===== src/rtl/uart_pkg.sv =====
`default_nettype none
// ============================================================================
//  Module      : uart_pkg
//  Description : Shared UART definitions: state encodings, data width and the
//                even-parity helper used by the RX deserializer and TX side.
//  Revision    : 1.0 - initial release
// ============================================================================
package uart_pkg;

    localparam int DATA_BITS = 8;

    localparam logic [2:0] IDLE   = 3'd0;
    localparam logic [2:0] START  = 3'd1;
    localparam logic [2:0] DATA   = 3'd2;
    localparam logic [2:0] PARITY = 3'd3;
    localparam logic [2:0] STOP   = 3'd4;
    localparam logic [2:0] BREAK  = 3'd5;

    // Even parity: the parity bit that makes the total count of ones even.
    function automatic logic even_parity(input logic [DATA_BITS-1:0] data);
        return ^data;
    endfunction

endpackage
`default_nettype wire


===== src/rtl/uart_rx_deser_if.sv =====
`default_nettype none
// ============================================================================
//  Module      : uart_rx_deser_if
//  Description : Pin-side and byte-side signals of the UART receiver.
//                UART_RX_PARITY_EN adds the parity-error strobe.
//  Revision    : 1.0 - initial release
// ============================================================================
interface uart_rx_deser_if;

    logic                           uart_rx;
    logic                           uart_rx_byte_valid;
    logic [uart_pkg::DATA_BITS-1:0] uart_rx_byte;
    logic                           uart_rx_frame_error;
    logic                           uart_rx_busy;
`ifdef UART_RX_PARITY_EN
    logic                           uart_rx_parity_error;
`endif

    // master: the receiver itself; slave: pin driver and byte consumer
    modport master (
`ifdef UART_RX_PARITY_EN
        output uart_rx_parity_error,
`endif
        input  uart_rx,
        output uart_rx_byte_valid,
        output uart_rx_byte,
        output uart_rx_frame_error,
        output uart_rx_busy
    );

    modport slave (
`ifdef UART_RX_PARITY_EN
        input  uart_rx_parity_error,
`endif
        output uart_rx,
        input  uart_rx_byte_valid,
        input  uart_rx_byte,
        input  uart_rx_frame_error,
        input  uart_rx_busy
    );

endinterface
`default_nettype wire


===== src/rtl/uart_rx_deser_sync_ff.sv =====
`default_nettype none
// ============================================================================
//  Module      : sync_ff
//  Description : Multi-flop synchronizer for an asynchronous input; resets to 1.
//  Revision    : 1.0 - initial release
// ============================================================================
module sync_ff #(
    parameter int STAGES = 2
) (
    input  wire logic clk,
    input  wire logic reset,
    input  wire logic i_d,
    output logic      o_q
);

    logic [STAGES-1:0] r_sync;

    always_ff @(posedge clk or posedge reset) begin
        if (reset) begin
            r_sync <= '1;
        end else begin
            r_sync <= {r_sync[STAGES-2:0], i_d};
        end
    end

    assign o_q = r_sync[STAGES-1];

endmodule
`default_nettype wire


===== src/rtl/uart_rx_deser.sv =====
`default_nettype none
// ============================================================================
//  Module      : uart_rx_deser
//  Description : Oversampling UART receiver (8N1) producing byte strobes.
//                Define UART_RX_PARITY_EN for an even-parity bit and strobe.
//  Revision    : 1.0 - initial release
// ============================================================================
module uart_rx_deser
    import uart_pkg::*;
#(
    parameter int CLKS_PER_BIT = 27,
    parameter int SYNC_STAGES  = 2
) (
    input  wire logic        clk,
    input  wire logic        reset,
    uart_rx_deser_if.master  rx_bus
);

    localparam int CNT_W = $clog2(CLKS_PER_BIT);
    localparam int IDX_W = $clog2(DATA_BITS);

    localparam logic [CNT_W-1:0] c_CNT_LAST = CNT_W'(CLKS_PER_BIT - 1);
    localparam logic [CNT_W-1:0] c_CNT_HALF = CNT_W'(CLKS_PER_BIT / 2 - 1);
    localparam logic [IDX_W-1:0] c_IDX_LAST = IDX_W'(DATA_BITS - 1);

    generate
        if (CLKS_PER_BIT < 4 || SYNC_STAGES < 2) begin : g_param_check
            $error("uart_rx_deser: CLKS_PER_BIT must be >= 4 and SYNC_STAGES >= 2");
        end
    endgenerate

    logic                  w_rx_s;
    logic                  w_tick;
    logic [2:0]            r_state;
    logic [CNT_W-1:0]      r_cnt;
    logic [IDX_W-1:0]      r_bit_idx;
    logic [DATA_BITS-1:0]  r_shift;
    logic [DATA_BITS-1:0]  r_byte;
    logic                  r_valid;
    logic                  r_ferr;
    logic                  r_busy;
`ifdef UART_RX_PARITY_EN
    logic                  r_perr;
    logic                  r_par_bit;
`endif

    sync_ff #(
        .STAGES (SYNC_STAGES)
    ) u_sync_rx (
        .clk   (clk),
        .reset (reset),
        .i_d   (rx_bus.uart_rx),
        .o_q   (w_rx_s)
    );

    assign w_tick = (r_cnt == c_CNT_LAST);

    always_ff @(posedge clk or posedge reset) begin
        if (reset) begin
            r_state   <= IDLE;
            r_cnt     <= '0;
            r_bit_idx <= '0;
            r_shift   <= '0;
            r_byte    <= '0;
            r_valid   <= 1'b0;
            r_ferr    <= 1'b0;
            r_busy    <= 1'b0;
`ifdef UART_RX_PARITY_EN
            r_perr    <= 1'b0;
            r_par_bit <= 1'b0;
`endif
        end else begin
            r_valid <= 1'b0;
            r_ferr  <= 1'b0;
`ifdef UART_RX_PARITY_EN
            r_perr  <= 1'b0;
`endif
            case (r_state)
                IDLE: begin
                    if (!w_rx_s) begin
                        r_state <= START;
                        r_cnt   <= '0;
                        r_busy  <= 1'b1;
                    end
                end
                // Re-check the line at mid start bit so short glitches are dropped
                START: begin
                    if (r_cnt == c_CNT_HALF) begin
                        r_cnt <= '0;
                        if (!w_rx_s) begin
                            r_state   <= DATA;
                            r_bit_idx <= '0;
                        end else begin
                            r_state <= IDLE;
                            r_busy  <= 1'b0;
                        end
                    end else begin
                        r_cnt <= r_cnt + 1'b1;
                    end
                end
                DATA: begin
                    r_cnt <= w_tick ? '0 : r_cnt + 1'b1;
                    if (w_tick) begin
                        r_shift <= {w_rx_s, r_shift[DATA_BITS-1:1]};
                        if (r_bit_idx == c_IDX_LAST) begin
`ifdef UART_RX_PARITY_EN
                            r_state <= PARITY;
`else
                            r_state <= STOP;
`endif
                        end else begin
                            r_bit_idx <= r_bit_idx + 1'b1;
                        end
                    end
                end
`ifdef UART_RX_PARITY_EN
                PARITY: begin
                    r_cnt <= w_tick ? '0 : r_cnt + 1'b1;
                    if (w_tick) begin
                        r_par_bit <= w_rx_s;
                        r_state   <= STOP;
                    end
                end
`endif
                // Leave at the stop midpoint so a following start edge is caught
                STOP: begin
                    r_cnt <= w_tick ? '0 : r_cnt + 1'b1;
                    if (w_tick) begin
                        if (w_rx_s) begin
                            r_state <= IDLE;
                            r_busy  <= 1'b0;
`ifdef UART_RX_PARITY_EN
                            if (even_parity(r_shift) != r_par_bit) begin
                                r_perr <= 1'b1;
                            end else begin
                                r_valid <= 1'b1;
                                r_byte  <= r_shift;
                            end
`else
                            r_valid <= 1'b1;
                            r_byte  <= r_shift;
`endif
                        end else begin
                            r_ferr  <= 1'b1;
                            r_state <= BREAK;
                        end
                    end
                end
                BREAK: begin
                    if (w_rx_s) begin
                        r_state <= IDLE;
                        r_busy  <= 1'b0;
                        r_cnt   <= '0;
                    end
                end
                default: begin
                    r_state <= IDLE;
                    r_busy  <= 1'b0;
                    r_cnt   <= '0;
                end
            endcase
        end
    end

    assign rx_bus.uart_rx_byte_valid  = r_valid;
    assign rx_bus.uart_rx_byte        = r_byte;
    assign rx_bus.uart_rx_frame_error = r_ferr;
    assign rx_bus.uart_rx_busy        = r_busy;
`ifdef UART_RX_PARITY_EN
    assign rx_bus.uart_rx_parity_error = r_perr;
`endif

endmodule
`default_nettype wire

===== src/flat_wrapper.sv =====
// flat-port wrapper written by rule: the top's interface ports become plain ports
module uart_rx_deser_flat import uart_pkg::*;
#(
    parameter int CLKS_PER_BIT = 27,
    parameter int SYNC_STAGES  = 2
)
  (clk, reset, rx_bus_uart_rx, rx_bus_uart_rx_byte_valid, rx_bus_uart_rx_byte, rx_bus_uart_rx_frame_error, rx_bus_uart_rx_busy);
  uart_rx_deser_if rx_bus_i ();
  input  wire logic clk;
  input  wire logic reset;
  input wire logic [$bits(rx_bus_i.uart_rx)-1:0] rx_bus_uart_rx;
  output wire logic [$bits(rx_bus_i.uart_rx_byte_valid)-1:0] rx_bus_uart_rx_byte_valid;
  output wire logic [$bits(rx_bus_i.uart_rx_byte)-1:0] rx_bus_uart_rx_byte;
  output wire logic [$bits(rx_bus_i.uart_rx_frame_error)-1:0] rx_bus_uart_rx_frame_error;
  output wire logic [$bits(rx_bus_i.uart_rx_busy)-1:0] rx_bus_uart_rx_busy;
  assign rx_bus_i.uart_rx = rx_bus_uart_rx;
  assign rx_bus_uart_rx_byte_valid = rx_bus_i.uart_rx_byte_valid;
  assign rx_bus_uart_rx_byte = rx_bus_i.uart_rx_byte;
  assign rx_bus_uart_rx_frame_error = rx_bus_i.uart_rx_frame_error;
  assign rx_bus_uart_rx_busy = rx_bus_i.uart_rx_busy;
  uart_rx_deser #(.CLKS_PER_BIT(CLKS_PER_BIT), .SYNC_STAGES(SYNC_STAGES)) u_core (.clk(clk), .reset(reset), .rx_bus(rx_bus_i));
endmodule

===== config.mk =====
export PLATFORM = sky130hd
export DESIGN_NAME = uart_rx_deser_flat
export DESIGN_NICKNAME = d
export VERILOG_FILES = /design/src/rtl/uart_pkg.sv /design/src/rtl/uart_rx_deser_if.sv /design/src/rtl/uart_rx_deser_sync_ff.sv /design/src/rtl/uart_rx_deser.sv /design/src/flat_wrapper.sv
export SDC_FILE = /design/constraint.sdc
export NUM_CORES = 1
export LEC_CHECK = 0
export ABC_AREA = 1
export BUFFER_PORTS_ARGS = -buffer_cell sky130_fd_sc_hd__buf_2
export CORE_UTILIZATION = 50
export DETAILED_ROUTE_END_ITERATION = 12
export PLACE_DENSITY = 0.72
export SETUP_SLACK_MARGIN = 0.5
export SYNTH_ARGS = -nofsm -noshare
export SYNTH_HDL_FRONTEND = slang
export SYNTH_SLANG_ARGS = --single-unit

===== constraint.sdc =====
create_clock -name clk -period 2 [get_ports clk]
set_input_delay 0.2 -clock clk [delete_from_list [all_inputs] [get_ports clk]]
set_output_delay 0.2 -clock clk [all_outputs]
set_load 0.005 [all_outputs]

# Word level (Yosys, flattened, before mapping)
# Cells that the tools add are included.
op_classes:
  muxes: 30
  n_bitwise: 1
  eq_ne: 15
  add_sub_neg: 2
  reduce_logical: 9
ops:
  columns: ["operator", "count"]
  rows:
  - ["$mux W3", 11]
  - ["$mux W5", 4]
  - ["$pmux W5 S4", 1]
  - ["$pmux W3 S5", 1]
  - ["$mux W1", 10]
  - ["$eq A3 B3 Y1 const B", 3]
  - ["$ne A2 B1 Y1 const B", 4]
  - ["$ne A2 B2 Y1 const B", 4]
  - ["$pmux W3 S2", 1]
  - ["$reduce_and A6 Y1", 1]
  - ["$add A5 B1 Y5 const B", 1]
  - ["$eq A5 B4 Y1 const B", 1]
  - ["$eq A5 B5 Y1 const B", 1]
  - ["$pmux W1 S5", 1]
  - ["$reduce_and A5 Y1", 1]
  - ["$reduce_and A2 Y1", 2]
  - ["$reduce_and A4 Y1", 1]
  - ["$add A3 B1 Y3 const B", 1]
  - ["$eq A3 B1 Y1 const B", 1]
  - ["$eq A3 B2 Y1 const B", 1]
  - ["$logic_not A3 Y1", 1]
  - ["$reduce_and A3 Y1", 1]
  - ["$mux W2", 1]
  - ["$reduce_bool A2 Y1", 1]
  - ["other kinds (2)", 2]
totals:
  out_inout_bits: 11
  wordCells: 66
  inputBits: 3
  reg_bits: 32

# Depth between registers and ports, before layout
# Gate-level depths: netlist of run 1.
logic_depth:
  word_depth: 4
  depth_mapped: 11
  mapped_depth_nobuf: 11

# Modules after synthesis
# A second synthesis of run 1 with hierarchy kept.
hier_totals:
  cells_unflattened: 196
  hier_area_um2: 1655.3
modules_own_cells:
  columns: ["module", "seq_area_each_um2", "instances", "area_each_um2", "cells_per_inst"]
  rows:
  - ["uart_rx_deser", 750.7, 1, 1599.0, 193]
  - ["sync_ff", 52.6, 1, 56.3, 3]

# Worst setup path before layout of run 1
# No wires, ideal clock.
synth_timing:
  kind: "reg2reg"
  startpoint: "register u_core.r_cnt[0]"
  endpoint: "register u_core.r_byte[1] (netlist: u_core.rx_bus.uart_rx_byte[1])"
  period_less_slack_ns: 1.497
  setup_ns: 0.126
  setup_slack_ns: 0.503
  path_buffers: 1
  t_arrival_ns: 1.371
  required_time_ns: 1.874
  path_stages_with_launch: 9
  path_cell_list: "dfrtp_1 inv_1 ha_1 inv_1 nor2_1 nand2_4 nor3_4 buf_6 o21ai_0"
synth_via:
  elab_chain_len: 2
synth_lines:
  columns: ["element", "line", "rtl"]
  rows:
  - ["from (decl)", "uart_rx_deser.sv:35", "logic [CNT_W-1:0] r_cnt;"]
  - ["from (signal assigned)", "uart_rx_deser.sv:98", "r_cnt <= r_cnt + 1'b1;"]
  - ["from (signal assigned)", "uart_rx_deser.sv:102", "r_cnt <= w_tick ? '0 : r_cnt + 1'b1;"]
  - ["from (signal assigned)", "uart_rx_deser.sv:127", "r_cnt <= w_tick ? '0 : r_cnt + 1'b1;"]
  - ["$eq A5 B5 Y1", "uart_rx_deser.sv:56", "assign w_tick = (r_cnt == c_CNT_LAST);"]
  - ["$reduce_and A3 Y1 (no source line)", null, null]
  - ["to (signal assigned)", "uart_rx_deser.sv:141", "r_byte <= r_shift;"]
  - ["to (decl)", "uart_rx_deser.sv:38", "logic [DATA_BITS-1:0] r_byte;"]
# No other way between the ends.
# A chain may end at the register's enable or synchronous reset.

# Final worst setup path of run 1
layout_timing:
  startpoint: "register u_core.r_cnt[1]"
  endpoint: "register u_core.r_cnt[1]"
layout_via:
  elab_chain_len: 3
layout_lines:
  columns: ["element", "line", "rtl"]
  rows:
  - ["$add A5 B1 Y5, or another cell as far along", "uart_rx_deser.sv:98, uart_rx_deser.sv:102, uart_rx_deser.sv:127", null]
  - ["$mux W5, on equally long branches", "uart_rx_deser.sv:102, uart_rx_deser.sv:127, uart_rx_deser.sv:88", null]
  - ["$pmux W5 S4 (*)", "uart_rx_deser.sv:78", "case (r_state)"]
# Every way passes the cells marked *; elsewhere a longest branch is shown, timed or not.

==> results of run 1 <==
==> worst paths after layout <==
check / startpoint / depth (start not counted) / to / slack, ps
worst max-delay path: u_core.r_cnt[1] / 9 / u_core.r_cnt[1] / 520
worst min-delay path: u_core.u_sync_rx.r_sync[0] / 0 / u_core.u_sync_rx.r_sync[1] / 360
worst max register to register: u_core.r_cnt[1] / 9 / u_core.r_cnt[1] / 520
worst min register to register: u_core.u_sync_rx.r_sync[0] / 0 / u_core.u_sync_rx.r_sync[1] / 360
max in group asynchronous: reset / 4 / u_core.u_sync_rx.r_sync[0] / 1190
min in group asynchronous: reset / 4 / u_core.rx_bus.uart_rx_busy / 470
==> power by group <==
group	internal [mW]	leakage [nW]	switching (mW)
combinational	0.341	0.579	0.561
clock	0.262	0.0422	0.217
sequential	0.723	0.432	0.0906
total	1.33	1.05	0.869
==> area by class of cell <==
cell class              count  share of cell area, %
inverters                  26                   4.94
flip-flops and latches     32                   40.7
clock buffers               6                   2.09
repair buffers             28                   9.32
multi-input cells         135                   38.3
well taps                  44                   2.79
clock inverters             2                   1.77
==> stage by stage <==
stage               setup slack, ps  cells  hold slack (ps)  area (um^2)
finish                          523    273              364         1970
global route                    416    273              369         1970
CTS                             510    266              368         1850
detailed placement              394    252              306         1710
global placement                488    252              294         1710
floorplan                       503    196              204         1610
==> placed cells by master, fill, tap and decap left out, types with 2 or more instances in the layout <==
cell and instances:
nand2_1 49, dfrtp_1 29, inv_1 20, nand3_1 16, buf_2 14, nor2_1 12
o21ai_0 11, buf_4 11, nand2_2 9, a21oi_1 8, nor2_2 6, inv_2 6
clkbuf_4 5, nor2_4 4, nand3_2 3, ha_1 3, nand2_4 2, nand3b_1 2
o21ai_2 2, o21ai_1 2, xor2_1 2, dlygate4sd3_1 2, dfstp_2 2
==> sequential cells by signal, summed over array words and instances (netlist names) <==
register                           cells
u_core.r_bit_idx                       3
u_core.r_cnt                           5
u_core.r_shift                         8
u_core.r_state                         3
u_core.rx_bus.uart_rx_busy             1
u_core.rx_bus.uart_rx_byte             8
u_core.rx_bus.uart_rx_byte_valid       1
u_core.rx_bus.uart_rx_frame_error      1
u_core.u_sync_rx.r_sync                2
==> critical path, stage by stage, from the launching register on <==
cell	delay [ps]
dfrtp_1	430
inv_1	90
ha_2	180
inv_2	40
nor2_2	90
nand2_2	90
nand2_4	90
nand2_2	100
o21ai_0	140
o21ai_0	110
==> what timing repair did <==
action | in CTS | in global routing
hold endpoints to repair | 31 | 0
gates cloned | 1 | 1
pin swaps | 1 | 10
hold buffers | 2 | 0
buffers inserted | 3 | 6
setup endpoints to repair | 18 | 23
resized for setup | 4 | 26
==> kinds of logic (layout without fill, tap and decap cells) <==
group / Yosys count / after routing / synth area share (%)
flip-flops: 32 / 32 / 50.0
XOR/XNOR: 2 / 2 / 1.09
AO/OA/AOI/OAI: 24 / 24 / 7.87
buffers and inverters: 29 / 62 / 7.79
AND/OR/NAND/NOR: 104 / 104 / 29.4
adder cells (fa/ha/maj): 5 / 5 / 3.89
==> routing by layer <==
metal / vias up / part of all wire, % / global-route usage [%]
met5: - / 0 / 0
li1: 680 / - / -
met4: 0 / 2.4 / 8.84
met3: 8 / 5.1 / 6.15
met1: 646 / 43 / 24.5
met2: 43 / 49 / 34.0
==> impl_results.md, run 1 <==
- Max-cap viol count: 0
- Required time worst endpoint: roughly 2200 ps
- Top FF cell, synth: dfrtp_1
- DR WL/cell: about 12 um
- IO Count: 14
- Crit path DAT: ~1700 ps
- Die W: 58.7 um
- # clock sinks: 32
- Yosys cell types: 23
- Max VDD drop: 548 uV
- Sequential area share after synthesis: 50.0%
- Chip Height: 58.7 um
- Drt initial violations: around 70
- Cells after Synth: just under 200
- Leak pwr: 1.05 nW
- Async S/R FF share, synth: 100%
- Die Area: 0.00344 mm^2
- Final hold viol count: 0
- Tmin final: 1480 ps
- 1st-pass router iterations: 4
- Core footprint: around 0.0031 mm^2
- Multi-input gate area: 757 um^2
- Post-synth top area share: a little under half
- Routed wire length: 3270 um
- Run status: finished clean
- Avg Cell Area, Syn: 8.20 um^2
- WS Path Type: reg -> reg
- CTS buffer count: 5
- Top post-synthesis cells by count: nand2_1, dfrtp_1, inv_1, nor2_1, nand3_1
- DP Wirelength: 2200 um
- Initial Utilization: between 50% and 60%
- Seq cells post-synth: 32
- Area Growth Syn to Fin: 22.9%
- GRT Overall Usage: 20.4%
- FP Rows: 20
- DRC: 0
- Initial antenna violation count: 0
- Clk pin slew, worst setup/hold paths: 100 ps
- Yosys warning total: 0
- Via count: 1377
- Final max-slew violation count: 0
- PortBufs: 13
- Min-Delay Path Class: reg -> reg
- Final layout net count: roughly 240
- Total power: 2.20 mW
- PwrDens: 1110 mW/mm^2
- Skew final: about 14 ps
- EDFF count, synth: 0
- Synth Net Count: 204
- GPL Wtd Cong: between 0.8 and 0.9
- Slew headroom: 74.2%
- TNS Setup: 0 ps
- Worst slew pin tran: 386 ps
- Global-route wire length before repair: between 5000 and 6000 um
- Fin util: 64.7%
- Mapped Area: 0.00161 mm^2
- Clock root cell: clkbuf_4
- GRT Residual Overflow: 0
- Setup violators final: 0
- CTS tree: yes
- Largest net degree at the start of global routing: 33
- Routed Antenna Nets: 0
- Most numerous cell in the Yosys netlist: nand2_1
- Ant diodes: 0
- Max Root-Sink Buffers: 2
- Worst Setup Start Kind: register
- Register area: 805 um^2
- Drt via density: 5.04
- Fillcell total: 266
- Vias in the first global route: 1230
- Achievable clock frequency: 677 MHz
- H-tree depth: 2
- Period utilisation layout: 73.8%
- Dominant cells by area after synthesis: dfrtp_1, nand2_1, nand3_1
- Crit path max fanout: 3
- RSZ-0062 raised after global routing: yes
- Crit end category: register
- Share of cells above drive strength 1: between 30% and 40%
- Latest clock arrival within the worst-skew pair: 340 ps
- Synth area leader: dfrtp_1
(Power assumes the default switching activity.)
==> run 2, diff against run 1 <==
Clock period 2 ns to 1.5 ns, I/O delays scaled along.
==> impl_results.md, run 2 (synthesized netlist as in run 1, its figures left out) <==
- GPL Wtd Cong: 0.876
- CP max stage cell: dfrtp_1
- Tmin final: 1520 ps
- Seq pwr share: 32.5%
- GRT Residual Overflow: 0
- Die W: around 59 um
- IO Count: 14
- Routed Antenna Nets: 0
- Initial antenna violation count: 0
- Global-route wire length before repair: 6220 um
- Final hold viol count: 0
- Max Root-Sink Buffers: 2
- Register area: slightly above 800 um^2
- GRT Overall Usage: about a quarter
- RSZ-0062 raised after global routing: yes
- CP top delay family: flip-flops
- Clk pin slew, worst setup/hold paths: roughly 100 ps
- Final layout net count: 251
- Switching Share: 42.0%
- Setup violators final: 2
- H-tree depth: 2
- Share of cells above drive strength 1: 40.2%
- Multi-input gate area: ~860 um^2
- Run status: finished, violations left
- Min-Delay Path Class: reg -> reg
- Crit end category: register
- Crit path DAT: 1770 ps
- DRC: 0
- Crit path top cell by count: buf_4
- Area Growth Syn to Fin: 42.1%
- DP Wirelength: between 2000 and 2500 um
- Skew final: 16.5 ps
- Crit path max fanout: 4
- Drt initial violations: 111
- Worst slew pin tran: approximately 400 ps
- Failing checks: negative setup slack
- Period utilisation layout: 101%
- Most common cell after layout, fill and taps aside: nand2_1
- # clock sinks: 32
- Fillcell total: 219
- Drt via density: 5.32
- Max VDD drop: 768 uV
- Slew headroom: 73.6%
- WS Path Type: reg -> reg
- Hold Path Stages: 0
- Final max-slew violation count: 0
- CP cell instances: buf_4 -> buf_4 -> buf_6 -> ha_4 -> xor2_1 -> nand3_1 -> o211ai_1
- Die Area: 0.00344 mm^2
- PwrDens: 1500 mW/mm^2
- P_int: 1.98 mW
- Vias in the first global route: about 1400
- Max-cap viol count: 0
- Placed instance area: 0.00178 mm^2
- CTS buffer count: 5
- Fin worst setup slack: -20.8 ps
- Chip Height: 58.7 um
- Comb power frac: 48.4%
- TNS Setup: -28.3 ps
- Latest clock arrival within the worst-skew pair: 340 ps
- Largest net degree at the start of global routing: 33
- Switching Power: 1.44 mW
- Design area: between 0.002 and 0.0025 mm^2
- Clock root cell: clkbuf_4
- Clk pwr share: around a fifth
- Worst Setup Start Kind: register
- Required time worst endpoint: 1750 ps
- Crit-path max cell delay: 410 ps
- Ant diodes: 0
- Buf/Inv on CP: 3
- PortBufs: 13
- Via count: 1531
- 1st-pass router iterations: 4
- Leak pwr: 1.16 nW
- CTS tree: yes
- Worst Reg-to-Reg Cells: 7
- Initial Utilization: a little over half
- CP Depth: 7
- Most frequent cells in the layout: nand2_1, dfrtp_1, buf_4, inv_1, nand3_1
- R2r setup slk: -20 ps
- Routed wire length: 4560 um
- FP Rows: 20
- Core footprint: 0.00305 mm^2
- Achievable clock frequency: 658 MHz
- DR WL/cell: 15.8 um
run 2: worst paths after layout:
kind,startpoint,end
max,u_core.r_cnt[0],u_core.r_cnt[2]
min,u_core.u_sync_rx.r_sync[0],u_core.u_sync_rx.r_sync[1]
max reg2reg,u_core.r_cnt[0],u_core.r_cnt[2]
min reg2reg,u_core.u_sync_rx.r_sync[0],u_core.u_sync_rx.r_sync[1]
max in group asynchronous,reset,u_core.u_sync_rx.r_sync[1]
min in group asynchronous,reset,u_core.r_shift[2]
run 2: power groups by stage:
stage,Clock (mW),Combinational [mW],Sequential (mW)
floorplan,0,0.812,1.06
global placement,0,0.962,1.09
detailed placement,0,0.999,1.10
CTS,0.662,1.40,1.07
global route,0.699,1.77,1.12
finish,0.655,1.66,1.11
run 2: final cells by class:
| class | count | share of cell area (%) |
|---|---|---|
| Inverter | 26 | 4.38 |
| Tap cell | 44 | 2.41 |
| Multi-Input combinational cell | 136 | 37.9 |
| Timing Repair Buffer | 42 | 16.7 |
| Clock inverter | 2 | 1.53 |
| Sequential cell | 32 | 35.3 |
| Clock buffer | 6 | 1.81 |
run 2: repair_timing:
action,CTS,global route
endpoints found under the setup margin,37,40
buffers inserted,17,5
gates resized for setup,28,14
gates cloned,1,2
hold buffers,2,0
pin swaps,16,5
endpoints found under the hold margin,31,0
run 2: metal layers:
layer | GRT usage [%] | up-vias | part of all wire, %
met5 | 0 | - | 0
met3 | 4.62 | 16 | 5.1
li1 | - | 715 | -
met1 | 29.4 | 735 | 40
met2 | 44.2 | 65 | 52
met4 | 9.86 | 0 | 2.9
run 2: per-stage QoR:
step | total power [mW] | instances | hold WS, ps | setup slack, ps | utilization, %
floorplan | 1.88 | 196 | 154 | 78.8 | -
global route | 3.59 | 288 | 368 | -62.7 | 74.8
detailed placement | 2.09 | 253 | 250 | -11.3 | 58.4
global placement | 2.05 | 253 | 245 | 41.8 | 58.4
CTS | 3.13 | 281 | 367 | 60.8 | 70.2
finish | 3.42 | 288 | 366 | -20.8 | 74.8
==> run 3, diff against run 2 <==
Settings changed: CORE_UTILIZATION 50 to 58, PLACE_DENSITY 0.72 to 0.81, SKIP_LAST_GASP from default to 1.
==> impl_results.md, run 3 (synthesized netlist as in run 1, its figures left out) <==
- Share of cells above drive strength 1: 41.3%
- WS Path Type: reg -> reg
- Clk pin slew, worst setup/hold paths: 120 ps
- RSZ-0062 raised after global routing: yes
- Chip Height: 54.6 um
- Area Growth Syn to Fin: 32.6%
- Switching Power: 1.29 mW
- Worst Reg-to-Reg Cells: 8
- Period utilisation layout: 97.9%
- Die Area: 0.00298 mm^2
- Max-cap viol count: 0
- Final layout net count: 242
- Die W: between 50 and 60 um
- Ant diodes: 0
- GRT Overall Usage: between 20% and 30%
- Final max-slew violation count: 0
- Comb power frac: 45.9%
- Crit path max fanout: 7
- Setup violators final: 0
- Non-filler cells in the finished layout: 265
- Most common cell after layout, fill and taps aside: nand2_1
- Most frequent cells in the layout: nand2_1, dfrtp_1, inv_1, buf_2, buf_4
- Crit end category: register
- Max Root-Sink Buffers: 2
- Initial Utilization: 63.1%
- PwrDens: 1380 mW/mm^2
- Worst slew pin tran: 391 ps
- Vias in the first global route: 1309
- IO Count: 14
- Leak pwr: 1.11 nW
- Tmin final: approximately 1500 ps
- Drt initial violations: 49
- Max VDD drop: 1410 uV
- Initial antenna violation count: 0
- Latest clock arrival within the worst-skew pair: 360 ps
- Fin util: 83.7%
- Placed Instances: around 240
- P_int: 1.66 mW
- Skew final: 20.0 ps
- Drt via density: 5.44
- H-tree depth: 2
- Worst Setup Start Kind: register
- Slew headroom: 73.9%
- FP Rows: 18
- Clock root cell: clkbuf_4
- 1st-pass router iterations: 4
- CTS tree: yes
- Hold slack final: 373 ps
- PortBufs: 13
- Run status: finished clean
- Switching Share: 43.6%
- # clock sinks: 32
- DRC: 0
- Required time worst endpoint: 1740 ps
- Fillcell total: 144
- Largest net degree at the start of global routing: 33
- Achievable clock frequency: 681 MHz
- Min-Delay Path Class: reg -> reg
- Hold Path Stages: 0
- Routed wire length: about 3800 um
- Via count: 1441
- Global-route wire length before repair: 5670 um
- GRT Residual Overflow: 0
- Clk pwr share: between 15 and 20%
- Final hold viol count: 0
- Core footprint: 0.00254 mm^2
- Routed Antenna Nets: 0
- Seq pwr share: 36.4%
- DR WL/cell: roughly 14 um
- Crit path DAT: ~1700 ps
- CTS buffer count: 5
- DP Wirelength: 2300 um
- GPL Wtd Cong: 0.894
==> run 3: cell count changes in the layout (fill, tap and decap cells not counted), sizes merged <==
| cell | change |
|---|---|
| buf | -7 |
| bufinv | -1 |
| clkbuf | -3 |
| clkinv | +2 |
==> run 3: final timing paths <==
check | from | endpoint | slack (ps)
worst min-delay path | u_core.u_sync_rx.r_sync[0] | u_core.u_sync_rx.r_sync[1] | 370
worst max register to register | u_core.r_cnt[0] | u_core.r_shift[7] | 30
min in group asynchronous | reset | u_core.r_shift[4] | 390
worst min register to register | u_core.u_sync_rx.r_sync[0] | u_core.u_sync_rx.r_sync[1] | 370
max in group asynchronous | reset | u_core.u_sync_rx.r_sync[1] | 790
worst max-delay path | u_core.r_cnt[0] | u_core.r_shift[7] | 30
==> run 3: power by group through the flow <==
stage / clock [mW] / combinational (mW) / sequential, mW
6_report: 0.522 / 1.35 / 1.07
5_1_grt: 0.556 / 1.49 / 1.08
4_1_cts: 0.512 / 1.18 / 1.06
3_5_place_dp: 0 / 1.06 / 1.08
3_3_place_gp: 0 / 1.03 / 1.07
2_1_floorplan: 0 / 0.812 / 1.06
==> run 3: final cells by class <==
class	count	area [um^2]	share of cell area, %
multi-input cells	136	873	41.0
clock buffers	5	37.5	1.76
inverters	26	100	4.70
well taps	30	37.5	1.76
repair buffers	33	256	12.0
clock inverters	3	18.8	0.881
flip-flops and latches	32	806	37.8
==> run 3: what timing repair did <==
item                                    CTS  global route
gates cloned                              1             0
hold endpoints to repair                 31             0
pin swaps                                 8             8
gates resized for setup                  11            35
setup buffers                            10             1
hold buffers                              2             0
endpoints found under the setup margin   39            41
==> run 3: metal layers <==
layer  global-route usage [%]  vias up  part of all wire [%]
met2                     45.4       48                    49
met5                        0        -                     0
li1                         -      696                     -
met4                     15.0        0                   2.7
met3                     8.89        9                   6.4
met1                     33.9      688                    42
==> run 3: critical path, cell delays in order, from the launching register on <==
cell     delay, ps
dfrtp_1        420
inv_2          120
ha_4           160
nand2_2         70
nor2_4         200
buf_12         160
nand2_8         80
nand2_2         70
o21ai_0         80
==> run 3: stage by stage <==
| step | instance area (um^2) | worst slack (ps) | TNS [ps] | power (mW) |
|---|---|---|---|---|
| floorplan | 1660 | 78.8 | 0 | 1.88 |
| global placement | 1790 | 79.1 | 0 | 2.10 |
| detailed placement | 1790 | 21.7 | 0 | 2.14 |
| CTS | 2000 | 57.6 | 0 | 2.76 |
| global route | 2130 | -25.8 | -91.4 | 3.13 |
| finish | 2130 | 32.1 | 0 | 2.95 |
